**src/rtl/stream_serializer.sv**
```systemverilog
// -----------------------------------------------------------------------------
// stream_serializer
//   Wide-to-narrow ready/valid width converter. Accepts one
//   DATA_WIDTH*RATIO word and emits RATIO beats of DATA_WIDTH, LSB slice
//   first. The final beat of each word is flagged with last_out. A new word
//   can be accepted in the same cycle the final beat leaves, so the output
//   runs at one beat per cycle with no bubble between words.
//
// Ports
//   clk        in   1                 clock, all state on rising edge
//   reset_n    in   1                 asynchronous reset, active low
//   valid_in   in   1                 upstream word valid
//   data_in    in   DATA_WIDTH*RATIO  upstream word
//   ready_out  out  1                 upstream may transfer (combinational)
//   valid_out  out  1                 downstream beat valid
//   data_out   out  DATA_WIDTH        downstream beat
//   last_out   out  1                 high on the final beat of a word
//   ready_in   in   1                 downstream ready
// -----------------------------------------------------------------------------
module stream_serializer #(
    parameter int DATA_WIDTH = 8,
    parameter int RATIO      = 4
) (
    input  logic                          clk,
    input  logic                          reset_n,
    input  logic                          valid_in,
    input  logic [DATA_WIDTH*RATIO-1:0]   data_in,
    output logic                          ready_out,
    output logic                          valid_out,
    output logic [DATA_WIDTH-1:0]         data_out,
    output logic                          last_out,
    input  logic                          ready_in
);

    localparam int CNT_W = (RATIO > 1) ? $clog2(RATIO) : 1;
    localparam logic [CNT_W-1:0] LAST_CNT = CNT_W'(RATIO - 1);
    localparam logic [CNT_W-1:0] CNT_ONE  = CNT_W'(1);

    typedef enum logic {
        IDLE = 1'b0,
        SEND = 1'b1
    } state_t;

    state_t                        state_r;
    state_t                        state_s;
    logic [DATA_WIDTH*RATIO-1:0]   word_r;
    logic [DATA_WIDTH*RATIO-1:0]   word_s;
    logic [CNT_W-1:0]              cnt_r;
    logic [CNT_W-1:0]              cnt_s;
    logic                          busy_s;
    logic                          last_beat_s;
    logic                          acc_s;
    logic                          snd_s;

    assign busy_s      = (state_r == SEND);
    assign last_beat_s = (cnt_r == LAST_CNT);

    // Upstream is ready when idle, or when the last beat is leaving this cycle;
    // gating with reset_n keeps ready low for the whole reset window.
    assign ready_out = reset_n & (~busy_s | (ready_in & last_beat_s));
    assign valid_out = busy_s;
    assign last_out  = busy_s & last_beat_s;
    // cnt_r never exceeds RATIO-1, so the slice always stays inside word_r.
    assign data_out  = word_r[int'(cnt_r)*DATA_WIDTH +: DATA_WIDTH];

    assign acc_s = valid_in & ready_out;
    assign snd_s = valid_out & ready_in;

    // Next-state logic: word load, beat counter advance and IDLE/SEND control.
    always_comb begin
        state_s = state_r;
        word_s  = word_r;
        cnt_s   = cnt_r;
        case (state_r)
            IDLE: begin
                if (acc_s) begin
                    word_s  = data_in;
                    cnt_s   = {CNT_W{1'b0}};
                    state_s = SEND;
                end else begin
                    state_s = IDLE;
                end
            end
            SEND: begin
                if (snd_s) begin
                    if (!last_beat_s) begin
                        cnt_s = cnt_r + CNT_ONE;
                    end else if (acc_s) begin
                        // Chain the next word directly behind the last beat.
                        word_s  = data_in;
                        cnt_s   = {CNT_W{1'b0}};
                        state_s = SEND;
                    end else begin
                        cnt_s   = {CNT_W{1'b0}};
                        state_s = IDLE;
                    end
                end else begin
                    state_s = SEND;
                end
            end
            default: begin
                word_s  = {(DATA_WIDTH*RATIO){1'b0}};
                cnt_s   = {CNT_W{1'b0}};
                state_s = IDLE;
            end
        endcase
    end

    // State registers with asynchronous active-low reset.
    always_ff @(posedge clk or negedge reset_n) begin
        if (!reset_n) begin
            state_r <= IDLE;
            word_r  <= {(DATA_WIDTH*RATIO){1'b0}};
            cnt_r   <= {CNT_W{1'b0}};
        end else begin
            state_r <= state_s;
            word_r  <= word_s;
            cnt_r   <= cnt_s;
        end
    end

endmodule
```
**config.mk**
```make
export PLATFORM = sky130hd
export DESIGN_NAME = stream_serializer
export DESIGN_NICKNAME = d
export VERILOG_FILES = /design/src/rtl/stream_serializer.sv
export SDC_FILE = /design/constraint.sdc
export NUM_CORES = 1
export LEC_CHECK = 0
export BUFFER_PORTS_ARGS = -buffer_cell sky130_fd_sc_hd__buf_4
export CORE_ASPECT_RATIO = 1.5
export CORE_MARGIN = 2
export CORE_UTILIZATION = 38
export CTS_CLUSTER_SIZE = 40
export DETAILED_ROUTE_END_ITERATION = 10
export GPL_TIMING_DRIVEN = 0
export PLACE_DENSITY = 0.64
export RECOVER_POWER = 50
export SLEW_MARGIN = 25
export SYNTH_ARGS = -nofsm -noshare
export SYNTH_HDL_FRONTEND = slang
export SYNTH_SLANG_ARGS = --single-unit
```
**constraint.sdc**
```tcl
create_clock -name clk -period 4.1 [get_ports clk]
set_input_delay 0.205 -clock clk [delete_from_list [all_inputs] [get_ports clk]]
set_output_delay 0.205 -clock clk [all_outputs]
set_load 0.005 [all_outputs]
```
==> results.md, run 1 <==
* Status: completed
* Routed Antenna Nets at 0
* Buffers on Ports at 46
* Clock sinks at 35
* RSZ-0062 raised after global routing: no
* Routed wire length at 2970 um
* RR Startpoint: cnt_r[1]
* First-pass GRT wire length at 4820 um
* Ant diodes at 0
* Top cells by area, synth: dfrtp_1 57%, mux2_2 22%, mux4_2 12%
* Ratio of final minimum period to clock period at 48.4%
* Distinct cells, synth at 15
* Worst skew pair latency at 0.27 ns
* DR vias at 953
* Core area at 3920 um^2
* Post-synth EDFFs at 0
* Largest buffer count on any clock path at 2
* Area of the die at 4610 um^2
* Vias in the first global route at 1,053
* Max-Cap Viols at 0
* P per Cell Area at 703 nW/um^2
* Final Wtd Congestion at 0.694
* Crit end category: flip-flop
* Largest net degree at the start of global routing at 38
* Hold Crit Class: input port to flip-flop
* Final Skew at 0.00373 ns
* Min Hold Slack at 0.151 ns
* Pre-antenna DRT Iters at 4
* Top-count cell post-synth: dfrtp_1
* Final nets at 184
* GRT Total Usage at 14.4%
* Via-per-instance ratio at 4.99
* Setup_tns at 0 ns
* Die Span X at 56.1 um
* WS Path Type: input port to flip-flop
* Register area share after synthesis at 56.5%
* DIE HEIGHT at 82.2 um
* Starting DRC count in detailed routing at 3
* TritonCTS clock tree: done
* Worst path arrival time at 2.14 ns
* Total CTS buffers at 5
* HPWL Detailed at 2260 um
* Synth cell count leaders: 35 x dfrtp_1, 30 x mux2_2, 8 x mux4_2, 5 x nand2_1, 3 x buf_6
* Layout cells sized above 1 at 64.4%
* Worst vdd ir at 0.443 mV
* Maximum fanout along the worst path at 37
* Root buffer cell: clkbuf_8
* Clock H-tree levels at 2
* PostCTS Resize Cnt at 0
* Avg Inst Size Synth at 16.7 um^2
* Clock slew at reported path FFs at 0.06 ns
* Final Max Tran Viols at 0
* LEAKAGE at 0.922 nW
* Initial antenna violation count at 0
* Max Freq at 504 MHz
* # setup viols final at 0
* Worst setup SP type: input port
* Mapped Area at 1550 um^2
* Tot Pwr at 1.43 mW
* Rows at 28
* Critical Path RT at 4.26 ns
* GRT overflow at 0
* # DRC at 0
* # IOs at 47
* Syn_nets at 130
* Fin crit period at 1.99 ns
* Worst-Margin Slew at 0.565 ns
* Synth area leader: dfrtp_1
* Seq cells post-synth at 35
* Ys flop type: dfrtp_1
* Min-delay src: data_in[17]
* Ys Warns at 0
* Synth Instances at 93
* Hold Violations, Final at 0
* Area grow syn2layout at 31.3%
* Starting Density at 39.5%
* Critical path origin: reset_n
* Post-synthesis async set-or-reset flop share at 100%
* Worst slew margin at 62.3%
* Routed len/inst at 15.5 um
* Post-synth top area share at 56.5%
==> where the power goes <==
group / switching (mW) / total [mW] / internal, mW
clock: 0.107 / 0.220 / 0.113
sequential: 0.0864 / 0.605 / 0.518
combinational: 0.202 / 0.605 / 0.403
total: 0.396 / 1.43 / 1.03
==> per-stage QoR <==
stage | std cells | instance area (um^2) | utilization (%) | worst slack (ns)
6_report | 191 | 2030 | 51.8 | 2.11
5_1_grt | 191 | 2030 | 51.8 | 1.90
4_1_cts | 191 | 2030 | 51.8 | 2.07
3_5_place_dp | 184 | 1950 | 49.7 | 2.32
3_3_place_gp | 184 | 1950 | 49.7 | 2.36
2_1_floorplan | 93 | 1550 | - | 2.68
==> layer usage <==
metal / track usage, % / wire length [um]
met4: 7.86 / 52
met5: 0 / 0
met2: 27.3 / 1780
met1: 14.3 / 1000
met3: 3.43 / 128
==> path summary, 6_finish.rpt <==
path | end | slack [ns] | cells after the start
max reg2reg | word_r[31] | 2.54 | 5
max in group asynchronous | word_r[14] | 3.36 | 2
min reg2reg | word_r[17] | 0.49 | 1
max | word_r[31] | 2.11 | 6
min | word_r[17] | 0.15 | 2
min in group asynchronous | word_r[0] | 0.42 | 2
==> critical path: stages <==
cell           delay, ns
dlygate4sd3_1       0.53
buf_4               0.39
nand2_1             0.21
a21oi_4             0.25
buf_6               0.20
mux2_2              0.34
==> timing repair <==
item                      in CTS  in global routing
hold buffers                   1                  0
hold endpoints to repair      35                  0
setup buffers                  0                  0
==> cell usage in the layout (no fill, tap or decap) <==
| cell type | n |
|---|---|
| and2_0 | 1 |
| clkbuf_4 | 2 |
| a21oi_4 | 1 |
| a32o_1 | 1 |
| ha_1 | 1 |
| dfrtp_1 | 35 |
| nor3_1 | 1 |
| clkbuf_1 | 2 |
| clkbuf_8 | 5 |
| buf_6 | 3 |
| buf_4 | 44 |
| a21o_1 | 1 |
| nand2_1 | 5 |
| and2_1 | 1 |
| mux2_2 | 30 |
| buf_2 | 1 |
| dlygate4sd3_1 | 1 |
| mux2_1 | 2 |
| o21a_1 | 1 |
| mux4_2 | 8 |
==> final cells by class <==
class	instances	area, um^2
clock buffers	6	72.6
well taps	45	56.3
multi-input cells	53	631
plain buffers	5	42.5
flip-flops and latches	35	876
repair buffers	47	355
fillers	362	1890
==> cells by family after synthesis <==
| logic type | after synthesis | share of synthesized area, % |
|---|---|---|
| DFF | 35 | 56.5 |
| adders and majority gates | 1 | 0.808 |
| AOI/OAI and AO/OA | 4 | 2.67 |
| muxes | 40 | 34.9 |
| buffers and inverters | 5 | 2.75 |
| and+or+nand+nor | 8 | 2.34 |
==> sequential cells by signal, summed over array words and instances (netlist names) <==
| register | flops |
|---|---|
| valid_out | 1 |
| cnt_r | 2 |
| word_r | 32 |
Power figures use the tool's default switching activity.
==> run 2: changes to the inputs <==
ABC_AREA = 1   (was default)
PLACE_DENSITY = 0.62   (was 0.64)
clock period = 1.9 ns   (was 4.1 ns; I/O delays follow)
==> results.md, run 2 <==
* Status: completed
* DR vias at 1,665 (+75%)
* Fin crit period at 1.67 ns
* Final WS setup at 0.231 ns (-1.88 ns)
* Routed Antenna Nets at 0 (unchanged)
* Largest buffer count on any clock path at 2 (unchanged)
* Routed wire length at 4730 um (+60%)
* Post-synth EDFFs at 0 (unchanged)
* Routed len/inst at 13.7 um (-12%)
* WS Path Type: flip-flop to output pin
* Mapped Area at 1890 um^2 (+22%)
* Top-count cell post-synth: nand2_1
* Initial antenna violation count at 0 (unchanged)
* Fin cells at 346 (+81%)
* Top cells by area, synth: dfrtp_1 46%, nand2_1 13%, nand4_1 11%
* GRT overflow at 0 (unchanged)
* Register area at 876 um^2 (unchanged)
* Die Span X at 61.6 um (+9.7%)
* Syn_nets at 262 (+100%)
* Post-synth top area share at 46.4% (-10 points)
* TritonCTS clock tree: done
* Ratio of final minimum period to clock period at 87.8%
* Final Max Tran Viols at 0 (unchanged)
* Worst vdd ir at 0.518 mV (+17%)
* # IOs at 47 (unchanged)
* Total CTS buffers at 5 (unchanged)
* DIE HEIGHT at 90.4 um (+9.9%)
* Placed Area at 2310 um^2 (+18%)
* Ys flop type: dfrtp_1
* Register area share after synthesis at 46.4% (-10 points)
* Rows at 31 (+11%)
* # setup viols final at 0 (unchanged)
* Clock sinks at 35 (unchanged)
* # DRC at 0 (unchanged)
* Synth Instances at 225 (+140%)
* Layout cells sized above 1 at 36.4% (-28 points)
* Max reg flops at 32 (unchanged)
* GRT Total Usage at 18.7% (+4.3 points)
* Buffers on Ports at 45 (-2.2%)
* Final instance area at 2430 um^2 (+20%)
* Starting Density at 39.3% (-0.20 points)
* Seq cells post-synth at 35 (unchanged)
* Area grow syn2layout at 28.6%
* First-pass GRT wire length at 7910 um (+64%)
* P per Cell Area at 1550 nW/um^2 (+120%)
* Setup_tns at 0 ns (unchanged)
* RSZ-0062 raised after global routing: no
* Worst slack, placed at 0.471 ns (-1.85 ns)
* Avg Inst Size Synth at 8.40 um^2 (-50%)
* Critical Path RT at 1.80 ns (-2.46 ns)
* Final nets at 316 (+72%)
* Starting DRC count in detailed routing at 64 (+61)
* Crit end category: output pin
* Final-layout fill cell count at 509 (+41%)
* Final Wtd Congestion at 0.749 (+8.0%)
* Multi-input logic area at 802 um^2 (+27%)
* Hold Crit Class: input port to flip-flop
* Distinct cells, synth at 16 (+1)
* Worst path arrival time at 1.57 ns (-0.57 ns)
* Largest net degree at the start of global routing at 36 (-5.3%)
* Worst-Margin Slew at 0.884 ns (+0.318 ns)
* Area of the die at 5560 um^2 (+21%)
* LEAKAGE at 1.29 nW (+40%)
* Hold Violations, Final at 0 (unchanged)
* Register with the most flip-flops: word_r
* Final Skew at 0.00351 ns (-0.000220 ns)
* Maximum fanout along the worst path at 9 (-76%)
* Worst slew margin at 41.1% (-21 points)
* Synth area leader: dfrtp_1
* Worst skew pair latency at 0.29 ns (+0.02 ns)
* HPWL Detailed at 3330 um (+47%)
* Root buffer cell: clkbuf_8
* Synth cell count leaders: 65 x nand2_1, 35 x dfrtp_1, 32 x nand4_1, 29 x nand2_2, 20 x inv_1
* Placed Instances at 336 (+83%)
* Pre-antenna DRT Iters at 4 (unchanged)
* Tot Pwr at 3.77 mW (+160%)
* Worst setup SP type: flip-flop
* Clock H-tree levels at 2 (unchanged)
* Ys Warns at 0 (unchanged)
* Max Freq at 599 MHz
* Vias in the first global route at 1,696 (+61%)
* Most common cell after layout, fill and taps aside: nand2_1
* Commonest non-fill, non-tap cells in the layout: 65 x nand2_1, 43 x buf_4, 35 x dfrtp_1, 32 x nand4_1, 29 x nand2_2
* Via-per-instance ratio at 4.81 (-3.6%)
* Clock slew at reported path FFs at 0.07 ns (about the same)
* Max-Cap Viols at 0 (unchanged)
* Ant diodes at 0 (unchanged)
* Core area at 4810 um^2 (+23%)
* Post-synthesis async set-or-reset flop share at 100% (unchanged)
==> run 2: cell types whose count changed after synthesis, sizes merged, moves of 2 or more <==
cell / delta
nand4: +32
buf: +14
mux4: -8
and2: -2
mux2: -32
o211ai: +16
nand2: +90
inv: +20
nor2: +2
nand3: +3
==> run 2: area by class of cell <==
| cell class | count | share of cell area (%) |
|---|---|---|
| multi-input cells | 151 | 33.0 |
| clock buffers | 6 | 3.40 |
| inverters | 21 | 3.40 |
| clock inverters | 2 | 1.44 |
| repair buffers | 47 | 14.4 |
| plain buffers | 18 | 4.94 |
| flip-flops and latches | 35 | 36.0 |
| well taps | 66 | 3.40 |
==> run 2: cells by family after synthesis <==
group / synth area share (%)
and+or+nand+nor: 35.6
AOI/OAI and AO/OA: 6.89
adders and majority gates: 0.662
buffers and inverters: 10.5
DFF: 46.4
==> run 2: critical path: stages (launching register included) <==
cell and delay [ns]:
dfrtp_1 0.35, buf_2 0.24, clkinvlp_4 0.26, o211ai_1 0.19, nand2_1 0.10, buf_4 0.14
==> run 2: path summary, 6_finish.rpt <==
kind	from	to	slack (ns)	depth (start not counted)
min in group asynchronous	reset_n	word_r[14]	0.63	3
max in group asynchronous	reset_n	word_r[12]	0.73	3
hold reg to reg	word_r[12]	word_r[12]	0.48	2
setup / recovery	cnt_r[1]	data_out[2]	0.23	5
setup reg to reg	cnt_r[0]	word_r[15]	0.30	7
hold / removal	data_in[10]	word_r[10]	0.06	3
==> run 2: routing by layer <==
metal  GRT usage, %  vias up  routed length, um
li1               -      849                  -
met1           23.8      763               2040
met2           30.5       46               2410
met3           3.30        7                198
met4           6.91        0                 84
met5              0        -                  0
==> run 2: where the power goes <==
part / total, mW / leakage (nW) / switching, mW / internal (mW)
Clock: 0.706 / 0.0612 / 0.281 / 0.425
Combinational: 1.71 / 0.800 / 0.946 / 0.769
Sequential: 1.35 / 0.433 / 0.256 / 1.10
Total: 3.77 / 1.29 / 1.48 / 2.29
==> run 2: metrics by stage <==
step / utilization [%] / hold slack, ns
global route: 50.5 / 0.0582
finish: 50.5 / 0.0568
floorplan: - / -0.201
CTS: 51.1 / 0.0520
global placement: 48.0 / 0.0862
detailed placement: 48.0 / 0.0815
==> run 2: timing repair <==
action                                 in CTS  in global routing
setup buffers                               0                  0
setup endpoints to repair                   0                  1
endpoints found under the hold margin      35                  0
hold buffers                                2                  0
gates resized for setup                     0                  1
